## src/rtl/mem_port_arbiter.sv

```systemverilog
// Two-master req/gnt arbiter owning all control of a single-port data memory.
// Define ARB_CPU_PRIO_EN for fixed port-0 priority; the default build uses a round-robin tie-break.
module mem_port_arbiter #(
    parameter int ADDR_W  = 10,
    parameter int DATA_W  = 32,
    parameter int MEM_LAT = 1
) (
    input  logic              clk,
    input  logic              reset,
    input  logic              i_req0,
    input  logic              i_we0,
    input  logic [ADDR_W-1:0] i_addr0,
    input  logic [DATA_W-1:0] i_wdata0,
    input  logic              i_req1,
    input  logic              i_we1,
    input  logic [ADDR_W-1:0] i_addr1,
    input  logic [DATA_W-1:0] i_wdata1,
    output logic              o_gnt0,
    output logic              o_gnt1,
    output logic              o_rvalid0,
    output logic              o_rvalid1,
    output logic [DATA_W-1:0] o_rdata,
    output logic              o_mem_we,
    output logic [ADDR_W-1:0] o_mem_addr,
    output logic [DATA_W-1:0] o_mem_wdata,
    input  logic [DATA_W-1:0] i_mem_rdata,
    output logic              o_busy
);
    typedef enum logic [1:0] {IDLE, GNT, WAIT, RESP} state_t;

    // MEM_LAT is limited to 1..3, so a 2-bit down-counter suffices
    localparam logic [1:0] LAT_M1 = 2'(MEM_LAT - 1);

    state_t            r_state, w_state_nxt;
    logic [1:0]        r_cnt, w_cnt_nxt;
    logic              r_last, w_last_nxt;
    logic              r_gnt0, r_gnt1, r_rvalid0, r_rvalid1, r_mem_we, r_busy;
    logic              w_gnt0_nxt, w_gnt1_nxt, w_rvalid0_nxt, w_rvalid1_nxt, w_mem_we_nxt;
    logic [ADDR_W-1:0] r_mem_addr, w_mem_addr_nxt;
    logic [DATA_W-1:0] r_mem_wdata, w_mem_wdata_nxt;
    logic [DATA_W-1:0] r_rdata, w_rdata_nxt;
    logic              w_pick;

`ifdef ARB_CPU_PRIO_EN
    assign w_pick = ~i_req0;
`else
    // On a tie the port that did not win last time goes first
    assign w_pick = (i_req0 & i_req1) ? ~r_last : i_req1;
`endif

    always_comb begin
        w_state_nxt     = r_state;
        w_cnt_nxt       = r_cnt;
        w_last_nxt      = r_last;
        w_gnt0_nxt      = 1'b0;
        w_gnt1_nxt      = 1'b0;
        w_rvalid0_nxt   = 1'b0;
        w_rvalid1_nxt   = 1'b0;
        w_mem_we_nxt    = 1'b0;
        w_mem_addr_nxt  = r_mem_addr;
        w_mem_wdata_nxt = r_mem_wdata;
        w_rdata_nxt     = r_rdata;
        case (r_state)
            IDLE: begin
                if (i_req0 | i_req1) begin
                    w_state_nxt     = GNT;
                    w_last_nxt      = w_pick;
                    w_gnt0_nxt      = ~w_pick;
                    w_gnt1_nxt      = w_pick;
                    w_mem_we_nxt    = w_pick ? i_we1    : i_we0;
                    w_mem_addr_nxt  = w_pick ? i_addr1  : i_addr0;
                    w_mem_wdata_nxt = w_pick ? i_wdata1 : i_wdata0;
                end
            end
            GNT: begin
                if (r_mem_we) begin
                    w_state_nxt = IDLE;
                end else begin
                    w_state_nxt = WAIT;
                    w_cnt_nxt   = LAT_M1;
                end
            end
            WAIT: begin
                if (r_cnt == 2'd0) begin
                    w_state_nxt   = RESP;
                    w_rdata_nxt   = i_mem_rdata;
                    w_rvalid0_nxt = ~r_last;
                    w_rvalid1_nxt = r_last;
                end else begin
                    w_cnt_nxt = r_cnt - 2'd1;
                end
            end
            RESP:    w_state_nxt = IDLE;
            default: w_state_nxt = IDLE;
        endcase
    end

    always_ff @(posedge clk) begin
        if (reset) begin
            r_state     <= IDLE;
            r_cnt       <= '0;
            r_last      <= 1'b0;
            r_gnt0      <= 1'b0;
            r_gnt1      <= 1'b0;
            r_rvalid0   <= 1'b0;
            r_rvalid1   <= 1'b0;
            r_mem_we    <= 1'b0;
            r_busy      <= 1'b0;
            r_mem_addr  <= '0;
            r_mem_wdata <= '0;
            r_rdata     <= '0;
        end else begin
            r_state     <= w_state_nxt;
            r_cnt       <= w_cnt_nxt;
            r_last      <= w_last_nxt;
            r_gnt0      <= w_gnt0_nxt;
            r_gnt1      <= w_gnt1_nxt;
            r_rvalid0   <= w_rvalid0_nxt;
            r_rvalid1   <= w_rvalid1_nxt;
            r_mem_we    <= w_mem_we_nxt;
            r_busy      <= (w_state_nxt != IDLE);
            r_mem_addr  <= w_mem_addr_nxt;
            r_mem_wdata <= w_mem_wdata_nxt;
            r_rdata     <= w_rdata_nxt;
        end
    end

    assign o_gnt0      = r_gnt0;
    assign o_gnt1      = r_gnt1;
    assign o_rvalid0   = r_rvalid0;
    assign o_rvalid1   = r_rvalid1;
    assign o_rdata     = r_rdata;
    assign o_mem_we    = r_mem_we;
    assign o_mem_addr  = r_mem_addr;
    assign o_mem_wdata = r_mem_wdata;
    assign o_busy      = r_busy;

endmodule

```

## config.mk

```make
export PLATFORM = sky130hd
export DESIGN_NAME = mem_port_arbiter
export DESIGN_NICKNAME = d
export VERILOG_FILES = /design/src/rtl/mem_port_arbiter.sv
export SDC_FILE = /design/constraint.sdc
export NUM_CORES = 1
export LEC_CHECK = 0
export CORE_AREA = 2 2 79 81
export DETAILED_ROUTE_END_ITERATION = 12
export DIE_AREA = 0 0 81 83
export DONT_BUFFER_PORTS = 1
export GPL_TIMING_DRIVEN = 0
export PLACE_DENSITY = 0.74
export SLEW_MARGIN = 20
export SYNTH_ARGS = -nofsm -noshare
export SYNTH_HDL_FRONTEND = slang
export SYNTH_SLANG_ARGS = --single-unit
```

## constraint.sdc

```tcl
create_clock -name clk -period 1.9 [get_ports clk]
set_input_delay 0.38 -clock clk [delete_from_list [all_inputs] [get_ports clk]]
set_output_delay 0.38 -clock clk [all_outputs]
set_load 0.02 [all_outputs]
```

# [Word-level counts from Yosys, hierarchy flattened]
# Index checks and enable logic that the tools add are counted.
# Widths: inputs -> output; s select.
[classes] addsub=1 eq_ne=5 mux=11 bitwise_logic=8 reduce_logical=9
[ops] op="$mux 32" n=1
[ops] op="$mux 10" n=1
[ops] op="$mux 2" n=5
[ops] op="$pmux 2 s4" n=1
[ops] op="$not 1->1" n=6
[ops] op="$reduce_or 3->1" n=2
[ops] op="$eq 2x2->1 const B" n=2
[ops] op="$logic_not 2->1" n=2
[ops] op="$ne 2x2->1 const B" n=2
[ops] op="$pmux 2 s2" n=1
[ops] op="$reduce_and 2->1" n=2
[ops] op="$reduce_bool 2->1" n=2
[ops] op="$reduce_and 3->1" n=1
[ops] op="$eq 2x1->1 const B" n=1
[ops] op="$mux 1" n=2
[ops] op="$sub 2x1->2 const B" n=1
[ops] op="$and 1x1->1" n=1
[ops] op="$or 1x1->1" n=1
[word_totals] ff_bits=85 inputBits=122 out_inout_bits=80 elab_cells=46

# [Longest topological paths before layout]
# Gate-level depths: netlist of run 1.
[depth] ltp_word=4 mapped_depth=7 ltp_nobuf=5

# [Least setup slack after synthesis of run 1]
# Ideal clock, no wire load.
[synth_timing] path_type="input port to flip-flop" from="input reset" to="register r_mem_addr[0], in the netlist o_mem_addr[0]" setup_time_ns=0.059 arrival_ns=1.617 required_time_ns=1.841 slack_ns=0.224 cell_stages=6 path_buffers=3 path_cell_list="buf_2 > or3_1 > buf_6 > a211oi_4 > buf_6 > a221o_1"
[synth_rtl] element="start, declared" line_no="9" rtl="input logic reset,"
[synth_rtl] element="end signal, assigned" line_no="122" rtl="r_mem_addr <= w_mem_addr_nxt;"
[synth_rtl] element="end, declared" line_no="39" rtl="logic [ADDR_W-1:0] r_mem_addr, w_mem_addr_nxt;"

# [Worst setup path after layout of run 1]
[layout_timing] from="register r_state[1]" to="register r_mem_wdata[9], in the netlist o_mem_wdata[9]"
[layout_via] elab_chain_cells=2
[layout_rtl] element="start, declared" line_no="34" rtl="state_t r_state, w_state_nxt;"
[layout_rtl] element="start signal, assigned" line_no="113" rtl="r_state <= w_state_nxt;"
[layout_rtl] element="$logic_not 2->1" line_no="63" rtl="case (r_state)"
[layout_rtl] element="$reduce_and 2->1 (no source line)"
[layout_rtl] element="end signal, assigned" line_no="123" rtl="r_mem_wdata <= w_mem_wdata_nxt;"
[layout_rtl] element="end, declared" line_no="40" rtl="logic [DATA_W-1:0] r_mem_wdata, w_mem_wdata_nxt;"
# Every way passes these cells.
# A chain may end at the register's enable or synchronous reset.

==> results of run 1 <==
## kinds of logic (layout without fill, tap and decap cells)
| family | Yosys count | after routing | share of synthesized area (%) |
|---|---|---|---|
| muxes | 1 | 1 | 0.303 |
| DFF | 85 | 85 | 51.5 |
| and+or+nand+nor | 167 | 167 | 22.0 |
| adders and majority gates | 1 | 1 | 0.379 |
| AOI/OAI and AO/OA | 83 | 83 | 19.9 |
| buffers and inverters | 41 | 57 | 5.91 |
## worst max-delay path: stages, from the launching register on
cell,delay [ns]
sky130_fd_sc_hd__dfxtp_1,0.31
sky130_fd_sc_hd__or3_1,0.38
sky130_fd_sc_hd__buf_6,0.15
sky130_fd_sc_hd__a211oi_4,0.46
sky130_fd_sc_hd__buf_6,0.22
sky130_fd_sc_hd__a221o_1,0.17
## how the worst max path moves through the flow
stage	from	end	slack, ns
after floorplan	reset	o_mem_addr[0]	0.22
after global placement	i_req0	o_mem_wdata[21]	-0.13
after detailed placement	i_req0	o_mem_addr[9]	-0.20
after CTS	r_state[1]	o_mem_wdata[17]	0.1
after global routing	r_state[1]	o_rdata[19]	0.02
final	r_state[1]	o_mem_wdata[9]	0.16
## area by class of cell
class | instances | area share (%)
Sequential cell | 85 | 47.0
Multi-Input combinational cell | 252 | 38.9
Buffer | 37 | 5.12
Clock buffer | 10 | 3.53
Tap cell | 75 | 2.59
Clock inverter | 6 | 2.42
Inverter | 4 | 0.415
## synth_stat cells (all sizes together)
cell type | count | area share, %
nand2 | 107 | 12
a2111oi | 1 | 0.27
o21a | 1 | 0.23
a21o | 1 | 0.23
nand3b | 1 | 0.23
a21oi | 35 | 5.3
nor3b | 2 | 0.45
mux2i | 1 | 0.30
a221o | 42 | 13
or3b | 2 | 0.53
ha | 1 | 0.38
a22o | 1 | 0.27
buf | 8 | 2.2
nor3 | 45 | 6.8
or3 | 1 | 0.19
a211oi | 1 | 0.61
nand2b | 2 | 0.38
dfxtp | 85 | 52
or2 | 1 | 0.19
and3b | 1 | 0.27
nand4b | 1 | 0.27
inv | 4 | 0.45
clkbuf | 29 | 3.3
nor2b | 1 | 0.19
o31ai | 1 | 0.23
nor2 | 3 | 0.34
## where the power goes
part / internal (W) / switching (W) / total (W)
registers: 0.00193 / 0.000283 / 0.00221
logic: 0.000179 / 0.000258 / 0.000436
clock network: 0.000741 / 0.000634 / 0.00138
## routing by layer
layer  vias up  global-route usage (%)  share of wire, %
met5         -                       0                 0
met4         0                    11.2               2.4
met3        17                    7.61               9.3
met2       131                    40.9                49
met1      1261                    27.0                39
li1       1354                       -                 -
## registers in the layout, indices dropped and copies added (netlist names)
name         flops
r_last           1
r_state          2
o_mem_wdata     32
o_busy           1
o_rvalid1        1
o_rdata         32
o_gnt1           1
r_cnt            2
o_rvalid0        1
o_gnt0           1
o_mem_we         1
o_mem_addr      10
## timing repair
action / in CTS / in global routing
gates resized for setup: 1 / 8
pin swaps: 0 / 0
setup endpoints to repair: 30 / 31
## through the flow
step,cells,TNS [ns]
after floorplan,378,0
after global placement,453,-3.45
after detailed placement,453,-6.16
after CTS,469,0
after global routing,469,0
final,469,0
==> results.txt, run 1 <==
The clock period minus final worst setup slack came out at roughly 1.7 ns. The tree is rooted in a sky130_fd_sc_hd__clkbuf_8. The number of cells on the worst reg-to-reg path is 5. The run finished with clean final reports. The pre-antenna-repair detailed-routing pass consisted of 4 iterations. The area of all placed cells without fillers came out at 3620 sq um.

In this run the static leakage power is 1.33 nW. The library cell used most frequently in the layout, excluding fill and tap cells, is sky130_fd_sc_hd__nand2_1. The initial DRC count is 117. The die outline height came out at roughly 83 microns. The cell depth of the worst min-delay path came out at 2. The initial core utilization is 56.8%. The number of max-capacitance violations reported is 0. The worst setup skew after layout came out at ~0.0095 ns.

The count of hold-fix buffers inserted at cts came out at 0. The instance count of the mapped netlist is 378. The number of top-level design ports is 202. The share of final-layout standard cells stronger than drive strength 1 came out at 7.36%.

The floorplan has 28 rows. The relative slew slack is 62.7%. The number of buffers inserted during clock tree synthesis is 9.

The number of warnings printed during yosys synthesis came out at 0. In the layout the commonest cells are sky130_fd_sc_hd__nand2_1 (107), sky130_fd_sc_hd__dfxtp_1 (85), sky130_fd_sc_hd__nor3_1 (45), sky130_fd_sc_hd__a221o_1 (42), sky130_fd_sc_hd__a21oi_1 (34). In this run the critical register-to-register path is captured at o_mem_wdata[9]. The initial antenna violation count is 0. The count of fill cells added during filler insertion is about 530.

The synthesized area per cell is 8.74 sq um. The width of the chip came out at 81 microns. The clock sink count is 85. The peak supply drop came out at 0.534 mV. The worst hold slack came out at around 0.16 ns. The hold violation count in the final report came out at 0. The H-tree depth came out at 3. The area taken by flip-flops and latches is 1700 sq um. Dividing the final minimum period by the clock period gives about 92%. The number of max-slew violations in the final report is 0. Setup violations remaining at the end of the flow were counted as 0.

Entering global routing, the biggest net connects 15 pins. The count of antenna diodes in the layout came out at 0. The number of post-CTS setup repair buffers is 0.

The highest fanout seen on the critical path is 10. The post-synth net total came out at 501. The power per cell area is 1110 nW/um^2. The kind of path behind the tightest hold check is input pin to register. The worst setup path is of the register to register kind. In this run, synthesis produced a sequential element count of 85. The area of placed instances came out at 3400 sq um.

The actual transition at the worst max-transition pin came out at 0.557 ns. The number of nets with antenna violations after detailed routing is 0. The worst hold path terminates at o_rdata[13]. The post-synthesis to final-layout area growth is 9.62%. The global placer's final weighted congestion came out at 0.775. The smallest setup slack after layout came out at 0.156 ns. The die footprint is 6720 sq um.

The reg-to-reg critical path startpoint is r_state[1]. The number of distinct library cell variants in the gate-level netlist after synthesis came out at 27. The overflow left after global routing is 0.

The post-detailed-route DRC marker count came out at 0. The startpoint identified for the worst hold timing path is i_mem_rdata[13]. The worst setup path is captured at a register.

The data required time at the worst endpoint came out at 2.19 ns. The element type at the critical path start is a register. At the later pin of the worst-skew pair, clock insertion delay measures around 0.35 ns. The post-route total power came out at between 0.004 and 0.005 W. The endpoint arrival time on the critical path came out at 2.03 ns. The total global-route track usage is 24.1%.

Setup repair after global routing left no endpoint under its margin. The TritonCTS clock tree is yes. Setup slack on the worst reg-to-reg path comes out at between 0.15 and 0.2 ns. The estimated wirelength of the detail-placed design is 6010 microns. The via count of the first global-routing pass was 2,719. The clock tree buffer depth is 2. The routed wirelength normalized by instance count is 17.4 microns. The final core area utilization came out at 62.2%. The total standard cell area after synthesis came out at 3300 sq um.

The layout net count is between 500 and 600. The port buffer count is 0. The achievable clock frequency is 573 MHz.

The multi-input gate area in the final layout is 1410 sq um. The clock input transition at the sequential cells of the worst setup and hold paths is 0.08 ns. The vias after detailed routing came out at 2,763. The sequential share of the synthesized area is 51.5%. The routed wire length is a little over 8000 microns. The first-pass GRT wire length came out at 12,700 microns. The area inside the core boundary came out at 5820 sq um.

The worst-case setup slack after placement came out at -0.198 ns. The ratio of routed vias to standard cells is roughly 5.9.
(Power assumes the default switching activity.)
==> inputs of run 2 (changes only) <==
- CAP_MARGIN: not set -> 20
- CELL_PAD_IN_SITES_DETAIL_PLACEMENT: not set -> 1
- CELL_PAD_IN_SITES_GLOBAL_PLACEMENT: not set -> 2
- CORE_AREA: 2 2 79 81 -> not set
- CORE_UTILIZATION: not set -> 33
- DIE_AREA: 0 0 81 83 -> not set
- PLACE_DENSITY: 0.74 -> 0.8
==> run 2 against run 1 <==
Net effect:
- largest cell class unchanged
- first-iteration DRC count shrank 38%
- worst setup slack lost 0.014 ns
- non-clock buffer count grew 1
==> results.txt, run 2 (synthesis results as in run 1) <==
Outcome: completed (unchanged). The category of the critical setup timing path is register to register (unchanged). The area of all placed cells without fillers came out at 3690 sq um (was 3620 sq um).

The endpoint arrival time on the critical path was 1.99 ns (was 2.03 ns). The worst flop-to-flop path endpoint is o_mem_wdata[24] (was o_mem_wdata[9]). The width of the chip came to 102 microns (was 81 microns). The total leakage power came to 1.33 nW (about the same). The vias after detailed routing was 2,810 (was 2,763). The cell depth of the worst min-delay path is 1 (was 2). The overflow left after global routing came out at 0 (unchanged). The worst-case register-to-register setup slack came to 0.14 ns (was 0.16 ns). The delay of the slowest cell on the worst path came out at 0.43 ns (was 0.46 ns). The hold-critical path endpoint is o_mem_we (was o_rdata[13]). The number of nets with antenna violations after detailed routing is 0 (unchanged).

The post-placement cell count was 511 (was 453). The startpoint of the most critical hold path is i_we0 (was i_mem_rdata[13]). The number of detailed-route iterations in the first pass came out at 4 (unchanged).

The die footprint is 10,400 sq um (was 6720 sq um). The clock sink count came out at 85 (unchanged). The number of buffers inserted during clock tree synthesis was 9 (unchanged). The number of cells on the worst reg-to-reg path came out at 5 (unchanged).

The reg-to-reg critical path startpoint is r_last (was r_state[1]). The pin count of the biggest net entering global routing was 15 (unchanged). The part of the power in combinational logic came to 11.7% (was 10.8%).

The share of the clock period used by the worst path was 92.5% (was 91.8%). Most used cells in the layout excluding fill and tap cells: sky130_fd_sc_hd__nand2_1 (107), sky130_fd_sc_hd__dfxtp_1 (85), sky130_fd_sc_hd__nor3_1 (45), sky130_fd_sc_hd__a221o_1 (42), sky130_fd_sc_hd__a21oi_1 (34) (unchanged). The share of final-layout standard cells stronger than drive strength 1 is 8.86% (was 7.36%). The data required time at the worst endpoint came to 2.13 ns (was 2.19 ns).

The peak supply drop came out at 0.480 mV (was 0.534 mV). The die outline height is 102 microns (was 83 microns). The routed wire length was 9430 microns (was 8160 microns). The clock input transition at the sequential cells of the worst setup and hold paths came out at 0.09 ns (was 0.08 ns).

The count of antenna diodes in the layout is 0 (unchanged). The clock network fraction of total power is 32.1% (was 34.2%). The insertion delay of the later-clocked pin in the worst-skew pair is 0.35 ns (about the same). The internal power of the cells is 0.00272 W (was 0.00285 W). The total global-route track usage is 17.5% (was 24.1%). The estimated wirelength of the detail-placed design came to 6980 microns (was 6010 microns). The highest-delay cell along the critical path is sky130_fd_sc_hd__clkbuf_1 (was sky130_fd_sc_hd__a211oi_4). The highest fanout seen on the critical path is 10 (unchanged). Critical path, cell by cell: nor2b_1, clkbuf_1, clkbuf_1, nor3_1, a221o_1 (was or3_1, buf_6, a211oi_4, buf_6, a221o_1). The proportion of total power due to net switching is 30.9% (was 29.2%). The kind of path behind the tightest hold check is input pin to register (unchanged). The power dissipated by switching net loads was 0.00122 W (was 0.00117 W). The post-synthesis to final-layout area growth is 11.9% (was 9.62%).

The library cell appearing most often on the critical path is sky130_fd_sc_hd__clkbuf_1 (was sky130_fd_sc_hd__buf_6). Setup repair after global routing missed its margin: false (unchanged). The power per cell area came to 1070 nW/um^2 (was 1110 nW/um^2). The register share of total power is 56.2% (was 55.0%). The most common cell after layout, fill and taps aside is sky130_fd_sc_hd__nand2_1 (unchanged). The TritonCTS clock tree is yes (unchanged). The initial core utilization came out at 33.9% (was 56.8%). The area of placed instances came out at 3470 sq um (was 3400 sq um). The via count of the first global-routing pass came to 2,741 (was 2,719). The initial DRC count came out at 72 (was 117).

The achievable clock frequency came out at 569 MHz (was 573 MHz). The port buffer count came out at 0 (unchanged). The element type at the critical path start is a register (unchanged). The clock tree root driver cell is sky130_fd_sc_hd__clkbuf_8 (unchanged).

The ratio of routed vias to standard cells is 5.32 (was 5.89). The nature of the critical path endpoint is a register (unchanged). The clock tree buffer depth is 2 (unchanged). The number of max-capacitance violations reported is 0 (unchanged).

The global placer's final weighted congestion is 0.706 (was 0.775). The H-tree depth came out at 3 (unchanged). The initial antenna violation count is 0 (unchanged).

The setup-violating endpoint count in the final report is 0 (unchanged). The actual transition at the worst max-transition pin came out at 0.474 ns (was 0.557 ns). The number of max-slew violations in the final report came out at 0 (unchanged). The first-pass GRT wire length came out at 14,000 microns (was 12,700 microns). The final cell count without fillers came out at 528 (was 469).

The count of hold-fix buffers inserted at cts is 0 (unchanged). The worst setup skew after layout is 0.00860 ns (was 0.00947 ns). The relative slew slack is 68.4% (was 62.7%). The routed wirelength normalized by instance count is 17.9 microns (was 17.4 microns). The area inside the core boundary came out at 9730 sq um (was 5820 sq um). The layout net count came to 513 (was 512). The clock period minus final worst setup slack came to 1.76 ns (was 1.74 ns). The number of top-level design ports is 202 (unchanged). The floorplan row count is 36 (was 28). The post-detailed-route DRC marker count is 0 (unchanged).

The hold violation count in the final report is 0 (unchanged).
==> run 2: area by class of cell <==
class	count	area, sq um
fillers	1152	6030
flip-flops and latches	85	1700
multi-input cells	252	1410
plain buffers	37	191
well taps	133	166
clock buffers	10	128
clock inverters	6	63.8
repair buffers	1	20.0
inverters	4	15.0
==> run 2: how the worst max path moves through the flow <==
stage	start	end	slack (ns)	cells after the start
5_1_grt	r_last	o_mem_wdata[24]	0.03	5
3_3_place_gp	i_req0	o_mem_wdata[22]	-0.21	5
3_5_place_dp	i_req0	o_mem_wdata[24]	-0.29	5
4_1_cts	r_state[1]	o_mem_addr[2]	0.01	5
2_1_floorplan	reset	o_mem_addr[0]	0.22	6
6_report	r_last	o_mem_wdata[24]	0.14	5
==> run 2: critical path: cells and delay by family, from the launching register on <==
kind / cells / cell delay [ns]
compound gates: 1 / 0.29
buf+inv: 2 / 0.75
flops: 1 / 0.38
simple gates: 2 / 0.22
==> run 2: per-stage QoR <==
stage / worst slack, ns / util, % / total power [W] / setup TNS (ns) / hold slack, ns
after floorplan: 0.224 / - / 0.00257 / 0 / 0.472
after global placement: -0.211 / 35.6 / 0.00269 / -6.42 / 0.484
after detailed placement: -0.287 / 35.6 / 0.00271 / -9.04 / 0.494
after CTS: 0.0102 / 37.7 / 0.00398 / 0 / 0.137
after global routing: 0.0250 / 38.0 / 0.00415 / 0 / 0.132
final: 0.142 / 38.0 / 0.00394 / 0 / 0.154
==> run 2: power by group through the flow <==
stage | clock, W | combinational, W | sequential, W
after floorplan | 0 | 0.000352 | 0.00222
after global placement | 0 | 0.000436 | 0.00225
after detailed placement | 0 | 0.000456 | 0.00225
after CTS | 0.00131 | 0.000458 | 0.00222
after global routing | 0.00140 | 0.000519 | 0.00223
final | 0.00127 | 0.000459 | 0.00221
==> run 2: timing repair <==
action / in CTS / in global routing
setup buffers: 0 / 1
resized for setup: 3 / 14
endpoints found under the setup margin: 30 / 41
endpoints found under the hold margin: 0 / 0
pin swaps: 0 / 1
==> run 2: metal layers <==
| metal | vias to the layer above | track usage [%] | share of wire (%) |
|---|---|---|---|
| li1 | 1363 | - | - |
| met3 | 8 | 6.63 | 8.7 |
| met5 | - | 0 | 0 |
| met1 | 1325 | 21.5 | 42 |
| met2 | 114 | 28.0 | 48 |
| met4 | 0 | 6.15 | 1.0 |
